`src/rtl/spi_arbiter.sv`:
```
// Two-requester round-robin arbiter in front of a byte-wide SPI core.
// The owner keeps chip select for a whole burst; a fixed high gap separates bursts.
module spi_arbiter #(
  parameter int CS_GAP  = 4,
  parameter int TIMEOUT = 255
) (
  input  logic       clk,
  input  logic       rst_n,
  input  logic [1:0] req,
  input  logic [3:0] req_len0,
  input  logic [3:0] req_len1,
  input  logic [7:0] tx_data0,
  input  logic [7:0] tx_data1,
  output logic [1:0] tx_ack,
  output logic [7:0] rx_data,
  output logic [1:0] rx_valid,
  output logic [1:0] grant,
  output logic [1:0] done,
  output logic [1:0] err,
  output logic [7:0] spi_mosi_data,
  output logic       spi_rdy,
  output logic       spi_cs_n,
  input  logic [7:0] spi_miso_data,
  input  logic       spi_done
);

  typedef enum logic [2:0] {IDLE, SETUP, SEND, WAIT, GAP} state_t;

  state_t      state, state_nx;
  logic        owner, owner_nx;
  logic        last_owner, last_owner_nx;
  logic        pick;
  logic        go_send;
  logic [1:0]  owner_oh;
  logic [3:0]  len, len_nx;
  logic [3:0]  byte_cnt, byte_cnt_nx;
  logic [15:0] tcnt, tcnt_nx;
  logic [7:0]  gcnt, gcnt_nx;

  logic [1:0]  tx_ack_nx, rx_valid_nx, grant_nx, done_nx, err_nx;
  logic [7:0]  rx_data_nx, mosi_nx;
  logic        spi_rdy_nx, spi_cs_n_nx;

  assign owner_oh = owner ? 2'b10 : 2'b01;

  always_ff @(posedge clk) begin
    if (!rst_n) begin
      state         <= IDLE;
      owner         <= 1'b0;
      last_owner    <= 1'b1;
      len           <= '0;
      byte_cnt      <= '0;
      tcnt          <= '0;
      gcnt          <= '0;
      tx_ack        <= '0;
      rx_valid      <= '0;
      grant         <= '0;
      done          <= '0;
      err           <= '0;
      rx_data       <= '0;
      spi_mosi_data <= '0;
      spi_rdy       <= 1'b0;
      spi_cs_n      <= 1'b1;
    end else begin
      state         <= state_nx;
      owner         <= owner_nx;
      last_owner    <= last_owner_nx;
      len           <= len_nx;
      byte_cnt      <= byte_cnt_nx;
      tcnt          <= tcnt_nx;
      gcnt          <= gcnt_nx;
      tx_ack        <= tx_ack_nx;
      rx_valid      <= rx_valid_nx;
      grant         <= grant_nx;
      done          <= done_nx;
      err           <= err_nx;
      rx_data       <= rx_data_nx;
      spi_mosi_data <= mosi_nx;
      spi_rdy       <= spi_rdy_nx;
      spi_cs_n      <= spi_cs_n_nx;
    end
  end

  // Next-state logic; every output is the registered image of its *_nx value,
  // so outputs describe the state being entered.
  always_comb begin
    state_nx      = state;
    owner_nx      = owner;
    last_owner_nx = last_owner;
    len_nx        = len;
    byte_cnt_nx   = byte_cnt;
    tcnt_nx       = tcnt;
    gcnt_nx       = gcnt;
    pick          = 1'b0;
    go_send       = 1'b0;
    tx_ack_nx     = '0;
    rx_valid_nx   = '0;
    done_nx       = '0;
    err_nx        = '0;
    spi_rdy_nx    = 1'b0;
    grant_nx      = grant;
    spi_cs_n_nx   = spi_cs_n;
    rx_data_nx    = rx_data;
    mosi_nx       = spi_mosi_data;

    case (state)
      IDLE: begin
        if (req != 2'b00) begin
          pick          = (req == 2'b11) ? ~last_owner : req[1];
          owner_nx      = pick;
          last_owner_nx = pick;
          len_nx        = pick ? req_len1 : req_len0;
          byte_cnt_nx   = '0;
          grant_nx      = pick ? 2'b10 : 2'b01;
          spi_cs_n_nx   = 1'b0;
          state_nx      = SETUP;
        end
      end
      SETUP: go_send = 1'b1;
      SEND: begin
        tcnt_nx  = '0;
        state_nx = WAIT;
      end
      WAIT: begin
        // A byte completion wins over a timeout expiring in the same cycle.
        if (spi_done) begin
          rx_data_nx  = spi_miso_data;
          rx_valid_nx = owner_oh;
          if (byte_cnt == len) begin
            done_nx     = owner_oh;
            spi_cs_n_nx = 1'b1;
            grant_nx    = '0;
            gcnt_nx     = '0;
            state_nx    = GAP;
          end else begin
            byte_cnt_nx = byte_cnt + 4'd1;
            go_send     = 1'b1;
          end
        end else if (tcnt == 16'(TIMEOUT - 1)) begin
          err_nx      = owner_oh;
          spi_cs_n_nx = 1'b1;
          grant_nx    = '0;
          gcnt_nx     = '0;
          state_nx    = GAP;
        end else begin
          tcnt_nx = tcnt + 16'd1;
        end
      end
      GAP: begin
        if (gcnt == 8'(CS_GAP - 1)) state_nx = IDLE;
        else                        gcnt_nx  = gcnt + 8'd1;
      end
      default: state_nx = IDLE;
    endcase

    if (go_send) begin
      spi_rdy_nx = 1'b1;
      mosi_nx    = owner ? tx_data1 : tx_data0;
      tx_ack_nx  = owner_oh;
      tcnt_nx    = '0;
      state_nx   = SEND;
    end
  end

endmodule

```
`config.mk`:
```
export PLATFORM = sky130hd
export DESIGN_NAME = spi_arbiter
export DESIGN_NICKNAME = d
export VERILOG_FILES = /design/src/rtl/spi_arbiter.sv
export SDC_FILE = /design/constraint.sdc
export NUM_CORES = 1
export LEC_CHECK = 0
export BUFFER_PORTS_ARGS = -buffer_cell sky130_fd_sc_hd__buf_2
export CORE_ASPECT_RATIO = 1.75
export CORE_MARGIN = 2
export CORE_UTILIZATION = 50
export DETAILED_ROUTE_END_ITERATION = 10
export PLACE_DENSITY = 0.8
export SLEW_MARGIN = 10
export SYNTH_ARGS = -nofsm -noshare
export SYNTH_HDL_FRONTEND = slang
export SYNTH_SLANG_ARGS = --single-unit
export TNS_END_PERCENT = 100
```
`constraint.sdc`:
```
create_clock -name clk -period 2.8 [get_ports clk]
set_input_delay 0.14 -clock clk [delete_from_list [all_inputs] [get_ports clk]]
set_output_delay 0.14 -clock clk [all_outputs]
set_load 0.05 [all_outputs]
```
==> out/summary.txt, run 1 <==
Post-synthesis sequential area ratio -> 42.1%
# fillers -> 541
Largest net degree at the start of global routing -> 43
Max_slew headroom -> 53.5%
Hold Crit Depth -> 3
Htree depth -> 3
Synth top area cells -> dfxtp_1 42%, mux2i_1 6.5%, nand2_1 4.7%
Setup violations, final -> 0
Area of the multi-input gates -> 1640 sq um
Routed via count -> 2,762
DR WL/cell -> 14.4 microns
Run status -> finished clean
Hold_sp -> spi_miso_data[5]
CP bufs+invs -> 0
Hold Fails Final Rpt -> 0
Clock Path Buffers -> 2
Post-synth top cells -> 65 x dfxtp_1, 39 x nand2_1, 20 x mux2i_1
Port Buffers -> 64
Vias in the first global route -> 2,607
Crit path top cell by count -> or4_1
Synthesized cell area -> 3090 sq um
Critical path class -> reg -> reg
Fin cells -> 485
Drt pass-1 iters -> 4
Initial Util -> 52.2%
Post-DP HPWL -> 5200 microns
Total core area -> 5930 sq um
Post-route clock period utilization -> 85.3%
Unique cell type count in the Yosys netlist -> 51
Postcts setup bufs -> 0
CTS resizes -> 0
CP Cell Sequence -> or4_1 -> or4_1 -> or3_1 -> nand4b_1 -> mux2i_1
Worst min path class -> in -> reg
CTS clk-pin slew, worst paths -> 80 ps
Critical path's slowest cell -> or3_1
Clk_lat worst skew -> 360 ps
Total GRT Usage -> 21.3%
RSZ-0062 raised after global routing -> false
Wirelength, routed -> 7000 microns
Drt via density -> 5.69
Worst Path Max Fanout -> 17
Layout Skew -> 7.26 ps
Initial antenna violation count -> 0
Final ANT Viol Nets -> 0
Worst Hold Endpoint -> rx_data[5]$_SDFFE_PN0P_
Most frequent cell after synthesis -> dfxtp_1
Syn nets -> 386
Ys flop type -> dfxtp_1
Clk sink count -> 65
Pwr/cell area -> 611 nW/um^2
Setup TNS -> 0 ps
Max-slew violations -> 0
CP startpoint kind -> flop
CP arrival -> 2630 ps
Root Driver -> clkbuf_8
Drc violations -> 0
Placer congestion estimate -> 0.939
Area Overhead vs Synth -> 16.8%
First-pass GRT wire length -> 11,300 microns
Worst-Margin Slew -> 688 ps
Register Area -> 1300 sq um
Die width -> 63.5 microns
Number of synthesized flops with an enable pin -> 0
Cts hold-fix bufs -> 0
Die area -> 6860 sq um
Share of cells above drive strength 1 -> 22.4%
Worst EP required -> 3040 ps
Initial drt markers -> 134
CTS Buf Count -> 9
Yosys reg bits -> 65
Leading area contributor after synthesis -> dfxtp_1
Crit path largest cell delay -> 570 ps
Worst r2r dst -> gcnt[7]$_SDFFE_PN0P_
Final net count -> 443
Synthesized instance count -> 345
Die Height -> 108 microns
Yosys top cell area share -> 42.1%
P_leak -> 0.00140 uW
Fmax -> 0.419 GHz
Cells after DPL -> 469
CP Capture Type -> flop
Setup slack, reg-to-reg -> 410 ps
Ys async rst share -> 0%
Family with the most delay on the worst path -> simple AND/OR/NAND/NOR gates
Final min period -> 2390 ps
Synth Warn # -> 0
Syn_area_per_cell -> 8.97 sq um
Max cap viols -> 0
Diodes inserted -> 0
Total grt overflow -> 0
Start of the worst register-to-register path -> tcnt[8]$_SDFFE_PP0P_
Ports -> 65
CTS tree -> built
Max rail drop VDD -> 0.343 mV
Row cnt -> 37
Cell depth of the worst flop-to-flop path -> 5
==> kinds of logic (layout without fill, tap and decap cells) <==
| group | count (synthesis) | after routing | synth area share (%) |
|---|---|---|---|
| multiplexers | 20 | 20 | 6.47 |
| adder cells (fa/ha/maj) | 4 | 4 | 1.62 |
| AO/OA/AOI/OAI | 67 | 67 | 15.0 |
| flip-flops | 65 | 65 | 42.1 |
| AND/OR/NAND/NOR | 147 | 147 | 26.1 |
| XOR/XNOR | 13 | 13 | 3.68 |
| buffers and inverters | 29 | 91 | 5.06 |
==> worst max path at each step <==
| stage | startpoint | end | slack, ps | depth (start not counted) |
|---|---|---|---|---|
| after floorplan | tcnt[8]$_SDFFE_PP0P_ | grant[0]$_SDFFE_PN0P_ | 620 | 7 |
| after global placement | tcnt[8]$_SDFFE_PP0P_ | gcnt[7]$_SDFFE_PN0P_ | 480 | 5 |
| after detailed placement | tcnt[8]$_SDFFE_PP0P_ | gcnt[7]$_SDFFE_PN0P_ | 430 | 5 |
| after CTS | tcnt[8]$_SDFFE_PP0P_ | gcnt[7]$_SDFFE_PN0P_ | 420 | 5 |
| after global routing | tcnt[8]$_SDFFE_PP0P_ | gcnt[3]$_SDFFE_PN0P_ | 300 | 5 |
| final | tcnt[8]$_SDFFE_PP0P_ | gcnt[7]$_SDFFE_PN0P_ | 410 | 5 |
==> per-layer routing <==
layer | up-vias | GRT usage (%) | part of all wire [%]
met1 | 1298 | 20.9 | 38
met4 | 0 | 15.2 | 4.7
met3 | 23 | 5.10 | 2.9
li1 | 1381 | - | -
met2 | 60 | 38.5 | 54
met5 | - | 0 | 0
==> cell usage in the layout (no fill, tap or decap), types with 3 or more instances in the layout <==
cell type and n:
a211oi_1 4, a21boi_0 10, a21oi_1 17, a31oi_1 3
and2_1 3, and3_1 5, buf_2 64, buf_4 4
clkbuf_8 9, clkinv_4 3, dfxtp_1 65, ha_1 4
inv_1 7, mux2i_1 20, nand2_1 39, nand2b_1 3
nand3_1 14, nand3b_1 3, nand4_1 17, nand4b_1 10
nor2_1 17, nor3_1 9, nor4_1 3, o211a_1 4
o21ai_0 8, o2bb2ai_1 8, or3_1 7, or4_1 6
xnor2_1 10, xor2_1 3
==> power breakdown <==
part	internal, uW	switching (uW)	total [uW]
logic	121	258	379
clock network	419	393	812
registers	975	40.3	1020
total	1520	691	2210
==> state kept, by name, indices dropped and copies added, names as in the netlist <==
| signal | cells |
|---|---|
| rx_data | 8 |
| len | 4 |
| spi_cs_n | 1 |
| owner | 1 |
| err | 2 |
| state | 3 |
| gcnt | 8 |
| rx_valid | 2 |
| tcnt | 16 |
| done | 2 |
| byte_cnt | 4 |
| last_owner | 1 |
| tx_ack | 2 |
| grant | 2 |
| spi_mosi_data | 8 |
| spi_rdy | 1 |
==> worst register-to-register path, delay by kind of cell, from the launching register on <==
family	cells	cell delay, ps
muxes	1	80
and+or+nand+nor	4	1840
DFF	1	360
==> stage by stage <==
step                util (%)  power (uW)  worst slack [ps]  hold WS [ps]  area (sq um)
finish                  61.0        2210               413          20.0          3610
floorplan                  -        1320               621           285          3090
detailed placement      57.6        1420               434           399          3410
CTS                     61.0        2220               424          18.3          3610
global placement        57.6        1410               476           390          3410
global route            61.0        2300               296          18.6          3610
==> final cells by class <==
type	count	area share (%)
sequential	65	36.0
clock inverter	7	2.18
inverter	7	0.727
multi-input combinational	251	45.3
timing repair buffer	68	9.70
clock buffer	9	3.43
tap	78	2.70
Power figures use the tool's default switching activity.
==> run 2, diff against run 1 <==
--- a/config.mk
+++ b/config.mk
@@ -6,11 +6,13 @@
 export NUM_CORES = 1
 export LEC_CHECK = 0
 export BUFFER_PORTS_ARGS = -buffer_cell sky130_fd_sc_hd__buf_2
+export CELL_PAD_IN_SITES_DETAIL_PLACEMENT = 0
+export CELL_PAD_IN_SITES_GLOBAL_PLACEMENT = 1
 export CORE_ASPECT_RATIO = 1.75
 export CORE_MARGIN = 2
-export CORE_UTILIZATION = 50
+export CORE_UTILIZATION = 41
 export DETAILED_ROUTE_END_ITERATION = 10
-export PLACE_DENSITY = 0.8
+export PLACE_DENSITY = 0.86
 export SLEW_MARGIN = 10
 export SYNTH_ARGS = -nofsm -noshare
 export SYNTH_HDL_FRONTEND = slang
==> run 2 against run 1 <==
  * Utilization shrank 10 points
  * Combinational power is essentially flat
  * First-iteration DRC count grew 15%
  * Non-clock buffer count grew 1
  * Critical path depth is the same
  * Design area grew 2.2%
  * Die area grew 21%
  * Critical path type unchanged
==> out/summary.txt, run 2 (synthesis gave the netlist of run 1 again) <==
Root Driver -> clkbuf_16
Total GRT Usage -> 18.5% (-2.8 points)
Initial Util -> 42.5% (-9.7 points)
Max-slew violations -> 0 (unchanged)
Setup violations, final -> 0 (unchanged)
Cts hold-fix bufs -> 0 (unchanged)
RSZ-0062 raised after global routing -> false
Die area -> 8280 sq um (+21%)
Pwr/cell area -> 648 nW/um^2 (+6.2%)
Clk_lat worst skew -> 330 ps (-30 ps)
Largest Register -> tcnt
Max rail drop VDD -> 0.303 mV (-12%)
Fmax -> 0.412 GHz (-1.7%)
Largest net degree at the start of global routing -> 36 (-16%)
Number of flip-flops in the largest register -> 16 (unchanged)
Post-DP HPWL -> 5460 microns (+4.9%)
Initial drt markers -> 154 (+15%)
Drc violations -> 0 (unchanged)
Area Overhead vs Synth -> 19.4%
Drt via density -> 5.54 (-2.7%)
CTS clk-pin slew, worst paths -> 50 ps (-30 ps)
Postcts setup bufs -> 0 (unchanged)
P_leak -> 0.00143 uW (+2.1%)
Hold slack -> 54.3 ps (+34.2 ps)
Port Buffers -> 64 (unchanged)
CTS resizes -> 0 (unchanged)
Most frequent cells in the layout -> 65 x dfxtp_1, 64 x buf_2, 39 x nand2_1
Vias in the first global route -> 2,675 (+2.6%)
Hold Fails Final Rpt -> 0 (unchanged)
Htree depth -> 3 (unchanged)
CP arrival -> 2630 ps (about the same)
Fin cells -> 493 (+1.6%)
Run status -> finished clean
Placer congestion estimate -> 0.904 (-3.8%)
Post-layout instance area -> 3690 sq um (+2.2%)
Diodes inserted -> 0 (unchanged)
Critical path class -> reg -> reg
Worst Path Max Fanout -> 17 (unchanged)
Routed via count -> 2,732 (-1.1%)
Clk sink count -> 65 (unchanged)
Max cap viols -> 0 (unchanged)
Max_slew headroom -> 53.3% (-0.23 points)
Post-route clock period utilization -> 86.7% (+1.5 points)
Total grt overflow -> 0 (unchanged)
CP startpoint kind -> flop
Final Core Density -> 50.7% (-10 points)
Most common cell after layout, fill and taps aside -> dfxtp_1
Drt pass-1 iters -> 4 (unchanged)
Final min period -> 2430 ps (+41.3 ps)
Total core area -> 7280 sq um (+23%)
Placed cell area -> 3430 sq um (+0.51%)
Ports -> 65 (unchanged)
CTS Buf Count -> 9 (unchanged)
Share of cells above drive strength 1 -> 21.9% (-0.49 points)
CTS tree -> built
Worst EP required -> 3010 ps (-30 ps)
Wirelength, routed -> 7280 microns (+3.9%)
Final ANT Viol Nets -> 0 (unchanged)
Worst min path class -> in -> reg
Die width -> 69.7 microns (+9.8%)
Initial antenna violation count -> 0 (unchanged)
Layout Skew -> 7.65 ps (+0.384 ps)
DR WL/cell -> 14.8 microns (+2.2%)
Cells after DPL -> 478 (+1.9%)
First-pass GRT wire length -> 12,100 microns (+7.1%)
Clock Path Buffers -> 2 (unchanged)
CP Capture Type -> flop
Die Height -> 119 microns (+10%)
Setup TNS -> 0 ps (unchanged)
Final net count -> 444 (+0.23%)
Worst-Margin Slew -> 691 ps (+3.40 ps)
Row cnt -> 41 (+11%)
## run 2: cell count changes in the layout (fill, tap and decap cells not counted), sizes merged
cell | before | now
clkbuf | 9 | 12
clkinv | 4 | 2
inv | 9 | 7
buf | 68 | 69
bufinv | 1 | 0
clkinvlp | 0 | 1
## run 2: where the power goes
part	total (uW)	switching, uW	internal, uW
Clock	990	377	614
Sequential	1020	45.4	978
Combinational	380	258	123
## run 2: path summary, 6_finish.rpt
check                          startpoint                 endpoint  slack (ps)  cells past startpoint
setup / recovery     tcnt[8]$_SDFFE_PP0P_     gcnt[7]$_SDFFE_PN0P_         370                      5
hold / removal           spi_miso_data[4]  rx_data[4]$_SDFFE_PN0P_          50                      3
setup reg to reg     tcnt[8]$_SDFFE_PP0P_     gcnt[7]$_SDFFE_PN0P_         370                      5
hold reg to reg   rx_data[3]$_SDFFE_PN0P_  rx_data[3]$_SDFFE_PN0P_         450                      2
## run 2: critical path: stages, from the launching register on
cell	delay [ps]
dfxtp_1	360
or4_1	560
or4_1	500
or3_1	570
nand4b_1	230
mux2i_1	100
## run 2: metrics by stage
step | setup slack [ps] | total power [uW]
floorplan | 621 | 1320
global placement | 453 | 1420
detailed placement | 425 | 1430
CTS | 367 | 2420
global route | 283 | 2500
finish | 371 | 2390
## run 2: area by class of cell
type | instances | area (sq um)
clock inverter | 3 | 17.5
sequential | 65 | 1300
multi-input combinational | 251 | 1640
timing repair buffer | 69 | 358
tap | 86 | 108
fill | 736 | 3590
inverter | 7 | 26.3
clock buffer | 12 | 246
## run 2: per-layer routing
metal,share of wire [%],track usage [%]
met4,3.2,10.8
met1,39,18.8
met2,55,34.1
met3,2.9,3.81
met5,0,0
